`config.mk`:
```
export PLATFORM = sky130hd
export DESIGN_NAME = mdu_hilo_unit
export DESIGN_NICKNAME = d
export VERILOG_FILES = /design/src/rtl/mdu_hilo_unit.sv
export SDC_FILE = /design/constraint.sdc
export NUM_CORES = 1
export LEC_CHECK = 0
export ABC_AREA = 1
export CORE_MARGIN = 2
export CORE_UTILIZATION = 35
export CTS_BUF_LIST = sky130_fd_sc_hd__clkbuf_4
export CTS_CLUSTER_DIAMETER = 40
export DETAILED_ROUTE_END_ITERATION = 16
export GPL_TIMING_DRIVEN = 0
export PLACE_DENSITY = 0.61
export SLEW_MARGIN = 10
export SYNTH_ARGS = -nofsm -noshare
export SYNTH_HDL_FRONTEND = slang
export SYNTH_SLANG_ARGS = --single-unit
```
`constraint.sdc`:
```
create_clock -name clk -period 16.3 [get_ports clk]
set_clock_uncertainty 0.05 [all_clocks]
set_input_delay 3.26 -clock clk [delete_from_list [all_inputs] [get_ports clk]]
set_output_delay 3.26 -clock clk [all_outputs]
set_load 0.02 [all_outputs]
```
`src/rtl/mdu_hilo_unit.sv`:
```
// Iterative multiply/divide unit that owns the architectural HI/LO pair.
// Signed ops are done on magnitudes; the sign correction is applied in the last cycle.
`timescale 1ns/1ps
module mdu_hilo_unit #(
  parameter int WIDTH = 32
) (
  input  logic             clk,
  input  logic             reset,
  input  logic             start,
  input  logic [2:0]       op,
  input  logic [WIDTH-1:0] a,
  input  logic [WIDTH-1:0] b,
  input  logic             flush,
  output logic             busy,
  output logic             done,
  output logic [WIDTH-1:0] hi,
  output logic [WIDTH-1:0] lo,
  output logic [1:0]       state_dbg
);

  localparam int CW = $clog2(WIDTH);

  localparam logic [2:0] OP_MTHI = 3'b100;
  localparam logic [2:0] OP_MTLO = 3'b101;

  typedef enum logic [1:0] {
    S_IDLE = 2'd0,
    S_PREP = 2'd1,
    S_RUN  = 2'd2,
    S_FIX  = 2'd3
  } state_t;

  state_t state_q, state_d;

  logic [1:0]         op_q;
  logic [WIDTH-1:0]   a_q, b_q, dvs;
  logic [2*WIDTH-1:0] acc;
  logic [WIDTH-1:0]   rem;
  logic [CW-1:0]      cnt;

  // Handshake: a request is taken when start=1 in a cycle where busy=0 and
  // flush=0; anything presented while busy is dropped, the hazard unit stalls.
  assign busy      = (state_q != S_IDLE);
  assign state_dbg = state_q;

  logic               sgn, is_div, neg_res, neg_rem;
  logic [WIDTH-1:0]   mag_a, mag_b;
  logic [WIDTH:0]     mul_sum, div_shift, div_diff;
  logic [2*WIDTH-1:0] acc_mul, acc_div, prod;
  logic [WIDTH-1:0]   rem_next, quot, rmd, res_hi, res_lo;

  always_comb begin
    sgn     = !op_q[0];
    is_div  = op_q[1];
    neg_res = sgn && (a_q[WIDTH-1] ^ b_q[WIDTH-1]);
    neg_rem = sgn && a_q[WIDTH-1];
    mag_a   = (sgn && a_q[WIDTH-1]) ? -a_q : a_q;
    mag_b   = (sgn && b_q[WIDTH-1]) ? -b_q : b_q;

    // Shift-add: the low half of acc holds the remaining multiplier bits.
    mul_sum = {1'b0, acc[2*WIDTH-1:WIDTH]} + ({1'b0, dvs} & {(WIDTH+1){acc[0]}});
    acc_mul = {mul_sum, acc[WIDTH-1:1]};

    // Restoring divide: the low half of acc shifts dividend bits out and quotient bits in.
    div_shift = {rem, acc[WIDTH-1]};
    div_diff  = div_shift - {1'b0, dvs};
    rem_next  = div_diff[WIDTH] ? div_shift[WIDTH-1:0] : div_diff[WIDTH-1:0];
    acc_div   = {acc[2*WIDTH-1:WIDTH], acc[WIDTH-2:0], ~div_diff[WIDTH]};

    prod = neg_res ? -acc : acc;
    quot = neg_res ? -acc[WIDTH-1:0] : acc[WIDTH-1:0];
    rmd  = neg_rem ? -rem : rem;

    res_hi = prod[2*WIDTH-1:WIDTH];
    res_lo = prod[WIDTH-1:0];
    if (is_div) begin
      if (b_q == '0) begin
        res_hi = a_q;
        res_lo = '1;
      end else begin
        res_hi = rmd;
        res_lo = quot;
      end
    end
  end

  always_comb begin
    state_d = state_q;
    case (state_q)
      S_IDLE: if (start && !flush && !op[2]) state_d = S_PREP;
      S_PREP: state_d = flush ? S_IDLE : S_RUN;
      S_RUN: begin
        if (flush)                      state_d = S_IDLE;
        else if (cnt == CW'(WIDTH - 1)) state_d = S_FIX;
      end
      S_FIX:  state_d = S_IDLE;
      default: state_d = S_IDLE;
    endcase
  end

  always_ff @(posedge clk or posedge reset) begin
    if (reset) state_q <= S_IDLE;
    else       state_q <= state_d;
  end

  always_ff @(posedge clk or posedge reset) begin
    if (reset) begin
      hi   <= '0;
      lo   <= '0;
      done <= 1'b0;
      op_q <= '0;
      a_q  <= '0;
      b_q  <= '0;
      dvs  <= '0;
      acc  <= '0;
      rem  <= '0;
      cnt  <= '0;
    end else begin
      done <= 1'b0;
      case (state_q)
        S_IDLE: begin
          if (start && !flush) begin
            if (op == OP_MTHI) hi <= a;
            if (op == OP_MTLO) lo <= a;
            if (!op[2]) begin
              op_q <= op[1:0];
              a_q  <= a;
              b_q  <= b;
            end
          end
        end
        S_PREP: begin
          acc <= {{WIDTH{1'b0}}, mag_a};
          dvs <= mag_b;
          rem <= '0;
          cnt <= '0;
        end
        S_RUN: begin
          cnt <= cnt + 1'b1;
          if (is_div) begin
            acc <= acc_div;
            rem <= rem_next;
          end else begin
            acc <= acc_mul;
          end
        end
        S_FIX: begin
          // A squash arriving in the final cycle still wins over the write.
          if (!flush) begin
            hi   <= res_hi;
            lo   <= res_lo;
            done <= 1'b1;
          end
        end
        default: ;
      endcase
    end
  end

endmodule

```
==> run summary, run 1 <==
The cell area that synthesis handed to floorplanning was 0.0214 sq mm. The clock latency of the later-clocked register in the worst-skew pair is between 0.8 and 0.9 ns. The clock passes through at most 3 buffers.

The cell depth of the worst hold path is 2. The final critical delay including setup and external delays came out at approximately 5.7 ns. The data arrival at the endpoint of the critical path came out at 2.40 ns.

The number of iterations in the first detailed-routing pass came out at 7. TritonCTS built the clock tree. The number of pins with negative max-slew slack in the final report is 0.

The synthesized net count is 3533. For this design, the CTS-stage hold fixing added 0 buffers. The total design power is about 5.3 mW. The count of warnings emitted by yosys is 0. After detailed routing, the number of vias per cell comes to around 5.4. The initial antenna violation count came out at 3.

The final estimated routing congestion in global placement came out at between 1 and 1.5. The overall die height came out at 251 um. The depth of the worst register-to-register path is 10. Based on the critical path, the design can be clocked at up to 175 MHz.

The floorplan step defined a die boundary enclosing ~0.063 sq mm. The core area came out at roughly 0.060 sq mm. The first-pass GRT wire length came out at roughly 140000 um. In this run the tightest slew margin relative to its limit is roughly 37%.

The flip-flop and latch count after synthesis came out at ~270. The tree is rooted in a sky130_fd_sc_hd__clkbuf_4. The tightest hold margin came out at 0.440 ns. The sum of net half-perimeters after detailed placement is 75300 um.

The final-report hold violation count was 0. The TritonCTS sink count came out at roughly 270. The critical path is of the reg -> out type. In the routed design, unresolved DRC markers number 0.

The power per cell area came out at 212 mW/mm^2. The sum of routed wire length over all layers came out at around 92000 um. The worst register-to-register path begins at state_dbg[0]. Clock tree synthesis inserted a total of 80 buffers. In this run the critical register-to-register path is captured at acc[41]. The fraction of registers with async set/reset is 100%. The cell leakage power came out at around 13 nW. The post-synthesis average cell area is approximately 6.3 sq um. The number of post-CTS setup repair buffers is 0.

The path class of the tightest hold or removal check is reg -> reg. The number of max-cap violations is 0. In this run the most critical hold path is launched from cnt[4]. The number of global-route vias before repair came to 23000.

The sequential-to-total area share from yosys stat is a little under a third. For hold timing, the worst endpoint is cnt[4]. Once the floorplan was initialized, standard cells occupied 35.4% of the core. The largest fanout on the critical path is 5. Summed over all failing endpoints, the final setup total negative slack is 0 ns. After global routing the overflow that remains totals 0. The number of cell rows is 90. The number of instances in the synthesized netlist came out at 3386. The fraction of final layout cells with drive strength greater than 1 is under 10%.

STA classifies the critical path endpoint as an output port. The signed area change from the synthesized netlist to the final layout came out at 15.8%. At the end of the flow, the number of nets in the layout was about 3800. The number of endpoints failing setup at the final stage came out at 0. The mean routed wirelength per cell is about 21 um. The largest net degree at the start of global routing came out at roughly 110. The worst setup path is launched from a flip-flop. The number of flops mapped to enable cells by yosys is 0. The die outline width is 251 um. The count of nets left with antenna violations once routing finished came out at 0. After the flow finishes, the layout carries non-filler instances totaling 4448. The I/O pin count is 139.

The period utilization is around a third. The number of H-tree levels is 3. The maximum vdd drop came out at 0.120 mV. In this run, the number of DRC markers left after iteration 0 of detailed routing was between 2000 and 2500.

The overall via count from detail_route is approximately 24000. The run finished with clean final reports. The number of buffers added on ports is roughly 140. The register-to-register path setup slack is ~13 ns.

Global routing used approximately 29% of the available tracks across all layers. The transition time at the pin with the least slew margin is roughly 0.95 ns. The cell total after placement came out at about 4300.

The clock-pin slew of the registers on the worst-case setup and hold paths came out at ~0.060 ns. The library cell used most frequently in the layout, excluding fill and tap cells, is sky130_fd_sc_hd__nand2_1. The endpoint required time on the critical path is between 10 and 15 ns. The count of different cell masters after synthesis came out at 55.

Setup repair after global routing left no endpoint under its margin. The count of instances resized after the clock tree is built is 0. The most used flip-flop cell after synthesis is sky130_fd_sc_hd__dfrtp_1.

The library cells used most frequently in the layout, excluding fill and tap cells, are 929 x sky130_fd_sc_hd__nand2_1, 503 x sky130_fd_sc_hd__nor2_1, 412 x sky130_fd_sc_hd__inv_1.
[per-stage QoR]
stage / utilization, % / cell area [sq um] / worst slack, ns
floorplan: - / 21400 / 5.66
global placement: 39.4 / 23800 / 1.54
detailed placement: 39.5 / 23800 / 10.32
CTS: 41.0 / 24800 / 10.51
global route: 41.0 / 24800 / 10.41
finish: 41.1 / 24800 / 10.59
[power breakdown]
| group | switching, mW | total [mW] | internal (mW) |
|---|---|---|---|
| logic | 2.28 | 3.29 | 1.01 |
| clock network | 0.332 | 0.642 | 0.309 |
| registers | 0.375 | 1.32 | 0.941 |
[cells in the mapped netlist (29+ instances only)]
library cell               instances  share of area [%]
sky130_fd_sc_hd__a21oi_1         183                4.3
sky130_fd_sc_hd__clkbuf_1         69                1.2
sky130_fd_sc_hd__dfrtp_1         266                 31
sky130_fd_sc_hd__ha_1             74                4.3
sky130_fd_sc_hd__inv_1           413                7.2
sky130_fd_sc_hd__nand2_1         929                 16
sky130_fd_sc_hd__nand3_1         320                7.5
sky130_fd_sc_hd__nand4_1          43                1.3
sky130_fd_sc_hd__nor2_1          503                8.8
sky130_fd_sc_hd__nor3_1           29               0.68
sky130_fd_sc_hd__o21ai_0         214                5.0
sky130_fd_sc_hd__xor2_1           73                3.0
[how the worst max path moves through the flow]
stage,from,to,slack [ns],cells past startpoint
detailed placement,flush,b_q[28],10.32,8
floorplan,reset,a_q[0],5.66,1
CTS,state_dbg[0],busy,10.51,4
global placement,reset,done,1.54,2
finish,state_dbg[0],busy,10.59,4
global route,state_dbg[0],busy,10.41,4
[state kept, by name, indices dropped and copies added, names as in the netlist]
signal / cells
dvs: 32
cnt: 5
hi: 32
rem: 32
op_q: 2
state_dbg: 2
lo: 32
acc: 64
done: 1
b_q: 32
a_q: 32
[cells by family after synthesis]
kind of cell	after synthesis	synth area share [%]
simple gates	1878	36.6
buf+inv	541	9.85
compound gates	521	13.5
flops	266	31.1
xor+xnor	88	3.60
fa+ha+maj	76	4.51
mux	16	0.836
[per-layer routing]
metal	vias to the layer above	wire length (um)	global-route usage, %
li1	11500	-	-
met1	11200	40500	39.2
met2	987	40200	45.4
met3	184	8460	7.26
met4	2	3280	10.1
met5	-	13	0
[area by class of cell]
class | instances | area, sq um
fillers | 6662 | 35600
flip-flops and latches | 266 | 6660
clock buffers | 108 | 811
inverters | 427 | 1610
multi-input cells | 2579 | 12600
diodes | 4 | 10.0
repair buffers | 140 | 1440
clock inverters | 28 | 140
plain buffers | 114 | 504
well taps | 782 | 978
[worst max-delay path, stage by stage, from the launching register on]
cell and delay [ns]:
sky130_fd_sc_hd__dfrtp_1 0.40, sky130_fd_sc_hd__inv_1 0.10, sky130_fd_sc_hd__ha_1 0.26, sky130_fd_sc_hd__inv_1 0.14, sky130_fd_sc_hd__clkdlybuf4s50_1 0.64
Note: power is estimated with default switching activity, not from simulation.
==> run 2, diff against run 1 <==
==> constraint.sdc (replaced) <==
create_clock -name clk -period 5.5 [get_ports clk]
set_clock_uncertainty 0.05 [all_clocks]
set_input_delay 1.1 -clock clk [delete_from_list [all_inputs] [get_ports clk]]
set_output_delay 1.1 -clock clk [all_outputs]
set_load 0.02 [all_outputs]
==> run 2 against run 1 <==
Die area unchanged. Critical path depth is the same. Critical endpoint unchanged. Clock power increased to 3.1 times the previous value. Flip-flop and latch count stayed put. Cell area up 0.67%. Critical path type unchanged. Count of clock-buffer cells in the layout up 5. Via count is 0.56% higher. Combinational power grew to 3.0 times the previous value.
==> run summary, run 2 (same netlist as run 1, synthesis figures left out) <==
The global-route met2 utilization was 44.3% (-1.1 points). The total congestion overflow after global routing is 0 (unchanged). The sum of net half-perimeters after detailed placement is 75600 um (+0.30%). The post-cts hold buffer count is 0 (unchanged). The smallest clock period supported by the final layout is computed as roughly 3.5 ns.

The endpoint required time on the critical path came out at 4.35 ns (-8.64 ns). The register-to-register path setup slack was 2.33 ns (-10.76 ns). The setup slack of the critical path after layout came to 1.97 ns (-8.62 ns). In this run the worst hold path is classified as reg -> reg.

The cell leakage power is 12.7 nW (+0.71%). The highest-utilization routing layer at the global route stage is met2. The period utilization is between 60 and 70%. The leading cell type in the layout, fill and taps excluded is sky130_fd_sc_hd__nand2_1.

The flip-flop count of the largest register after layout came out at 64 (unchanged). The power per cell area came out at 627 mW/mm^2 (+200%). Setup repair after global routing left no endpoint under its margin. The final design instance area without fill is 0.0249 sq mm (+0.67%).

The tree is rooted in a sky130_fd_sc_hd__clkbuf_4. The number of max-cap violations came out at 0 (unchanged). The number of pins with negative max-slew slack in the final report came out at 0 (unchanged). The clock-pin slew of the registers on the worst-case setup and hold paths is 0.06 ns (about the same). The floorplan die area was 0.0631 sq mm (unchanged). The post-layout utilization of the core is 41.3% (+0.28 points). The number of buffers added on ports is 138 (unchanged).

The number of DRC markers after the initial detailed-route iteration came out at 2399 (-1.5%). The critical path in this run is classified as reg -> out. The total routing resource utilization after global routing came out at 29.0% (-0.081 points). The overall via count from detail_route is 23900 (+0.56%). The largest fanout on the critical path is 5 (unchanged).

The worst setup path is captured at an output port. The I/O pin count came to 139 (unchanged). The transition time at the pin with the least slew margin is 0.949 ns (+0.00198 ns).

The buffer levels on the longest clock path is 3 (unchanged). The TritonCTS sink count came out at 266 (unchanged). From synthesis to final layout, the design area changed by 16.6%. The core area is 0.0604 sq mm (unchanged). The achievable frequency came out at 283 MHz. The global routing met3 resource utilization came out at 7.49% (+0.23 points). The number of post-CTS setup repair buffers was 0 (unchanged). The final-report hold violation count is 0 (unchanged). The number of global-route vias before repair is 23000 (-0.035%). The maximum vdd drop came out at 0.298 mV (+150%). The worst setup path is launched from a flip-flop.

The net total in the final layout came to 3763 (+0.21%). The count of instances resized after the clock tree is built is 0 (unchanged). The final estimated routing congestion in global placement came out at 1.03 (-2.2%).

The average via count per standard cell came out at 5.37 (+0.29%). The die outline width is 251 um (unchanged). The number of routed nets with antenna violations came out at 0 (unchanged).

The data arrival at the endpoint of the critical path came out at 2.38 ns (-0.02 ns). The sum of routed wire length over all layers was 92100 um (-0.37%). The number of endpoints failing setup at the final stage came out at 0 (unchanged). The number of cell rows came out at 90 (unchanged). The post-route setup TNS is 0 ns (unchanged). The number of buffers inserted during clock tree synthesis is 82 (+2.5%). The top cell types in the final layout, fill and taps aside, are 929 x sky130_fd_sc_hd__nand2_1, 503 x sky130_fd_sc_hd__nor2_1, 412 x sky130_fd_sc_hd__inv_1. The mean routed wirelength per cell came to 20.7 um (-0.63%). The remaining design rule violation count is 0 (unchanged).

The initial antenna violation count is 2 (-1). The worst-case setup slack after placement came out at 1.74 ns (-8.59 ns). The standard cell area after detailed placement is 0.0239 sq mm (+0.43%). The starting density of the core is 35.4% (unchanged). The overall die height is 251 um (unchanged). The register bank with the most flops is acc.

TritonCTS built the clock tree. The number of iterations in the first detailed-routing pass is 8 (+1). The clock latency of the later-clocked register in the worst-skew pair is 0.87 ns (about the same).

The fraction of final layout cells with drive strength greater than 1 came out at 6.45% (+0.36 points). The met1 track utilization from global routing is 39.2% (+0.070 points). The first-pass GRT wire length is 138000 um (about the same). The flow ran to the end, and the final reports show no timing, DRC or antenna violations. The largest net degree at the start of global routing came out at 38 (-64%). The normalized max-slew margin is 36.8% (-0.13 points). The number of H-tree levels was 3 (unchanged).
-- run 2: cell count changes in the layout (fill, tap and decap cells not counted), moves of 2 or more --
cell | previous run | this run
sky130_fd_sc_hd__buf_16 | 2 | 0
sky130_fd_sc_hd__buf_12 | 0 | 8
sky130_fd_sc_hd__clkbuf_4 | 108 | 113
sky130_fd_sc_hd__inv_8 | 2 | 0
sky130_fd_sc_hd__clkinv_2 | 4 | 6
-- run 2: through the flow --
stage | total power [mW] | std cells | hold WS (ns)
2_1_floorplan | 9.50 | 3386 | 0.406
3_3_place_gp | 13.3 | 4306 | 0.425
3_5_place_dp | 13.3 | 4314 | 0.435
4_1_cts | 15.4 | 4457 | 0.451
5_1_grt | 16.7 | 4460 | 0.476
6_report | 15.6 | 4460 | 0.446
-- run 2: critical path, stage by stage, from the launching register on --
cell and delay, ns:
sky130_fd_sc_hd__dfrtp_1 0.41, sky130_fd_sc_hd__inv_1 0.10, sky130_fd_sc_hd__ha_1 0.26, sky130_fd_sc_hd__inv_1 0.15, sky130_fd_sc_hd__clkdlybuf4s50_1 0.64
-- run 2: cell type report --
cell class                      instances  area [sq um]
Timing Repair Buffer                  146          1540
Clock buffer                          113           848
Clock inverter                         30           170
Inverter                              427          1610
Tap cell                              782           978
Fill cell                            6706         35400
Antenna cell                            3          7.51
Buffer                                114           504
Sequential cell                       266          6660
Multi-Input combinational cell       2579         12600
-- run 2: power breakdown --
part | internal, mW | switching [mW]
clock | 1.00 | 1.00
sequential | 2.79 | 1.10
combinational | 3.01 | 6.74
-- run 2: final timing paths --
kind / from / to / cells past startpoint
max: state_dbg[0] / busy / 4
min: cnt[4] / cnt[4] / 2
max reg2reg: dvs[0] / acc[47] / 17
min reg2reg: cnt[4] / cnt[4] / 2
max in group asynchronous: reset / rem[28] / 5
min in group asynchronous: reset / hi[7] / 2
-- run 2: per-layer routing --
| metal | up-vias | wire length, um | share of wire, % |
|---|---|---|---|
| met5 | - | 0 | 0 |
| met4 | 0 | 3680 | 4.0 |
| met3 | 213 | 8800 | 9.6 |
| met2 | 1055 | 39500 | 43 |
| met1 | 11200 | 40100 | 44 |
| li1 | 11500 | - | - |
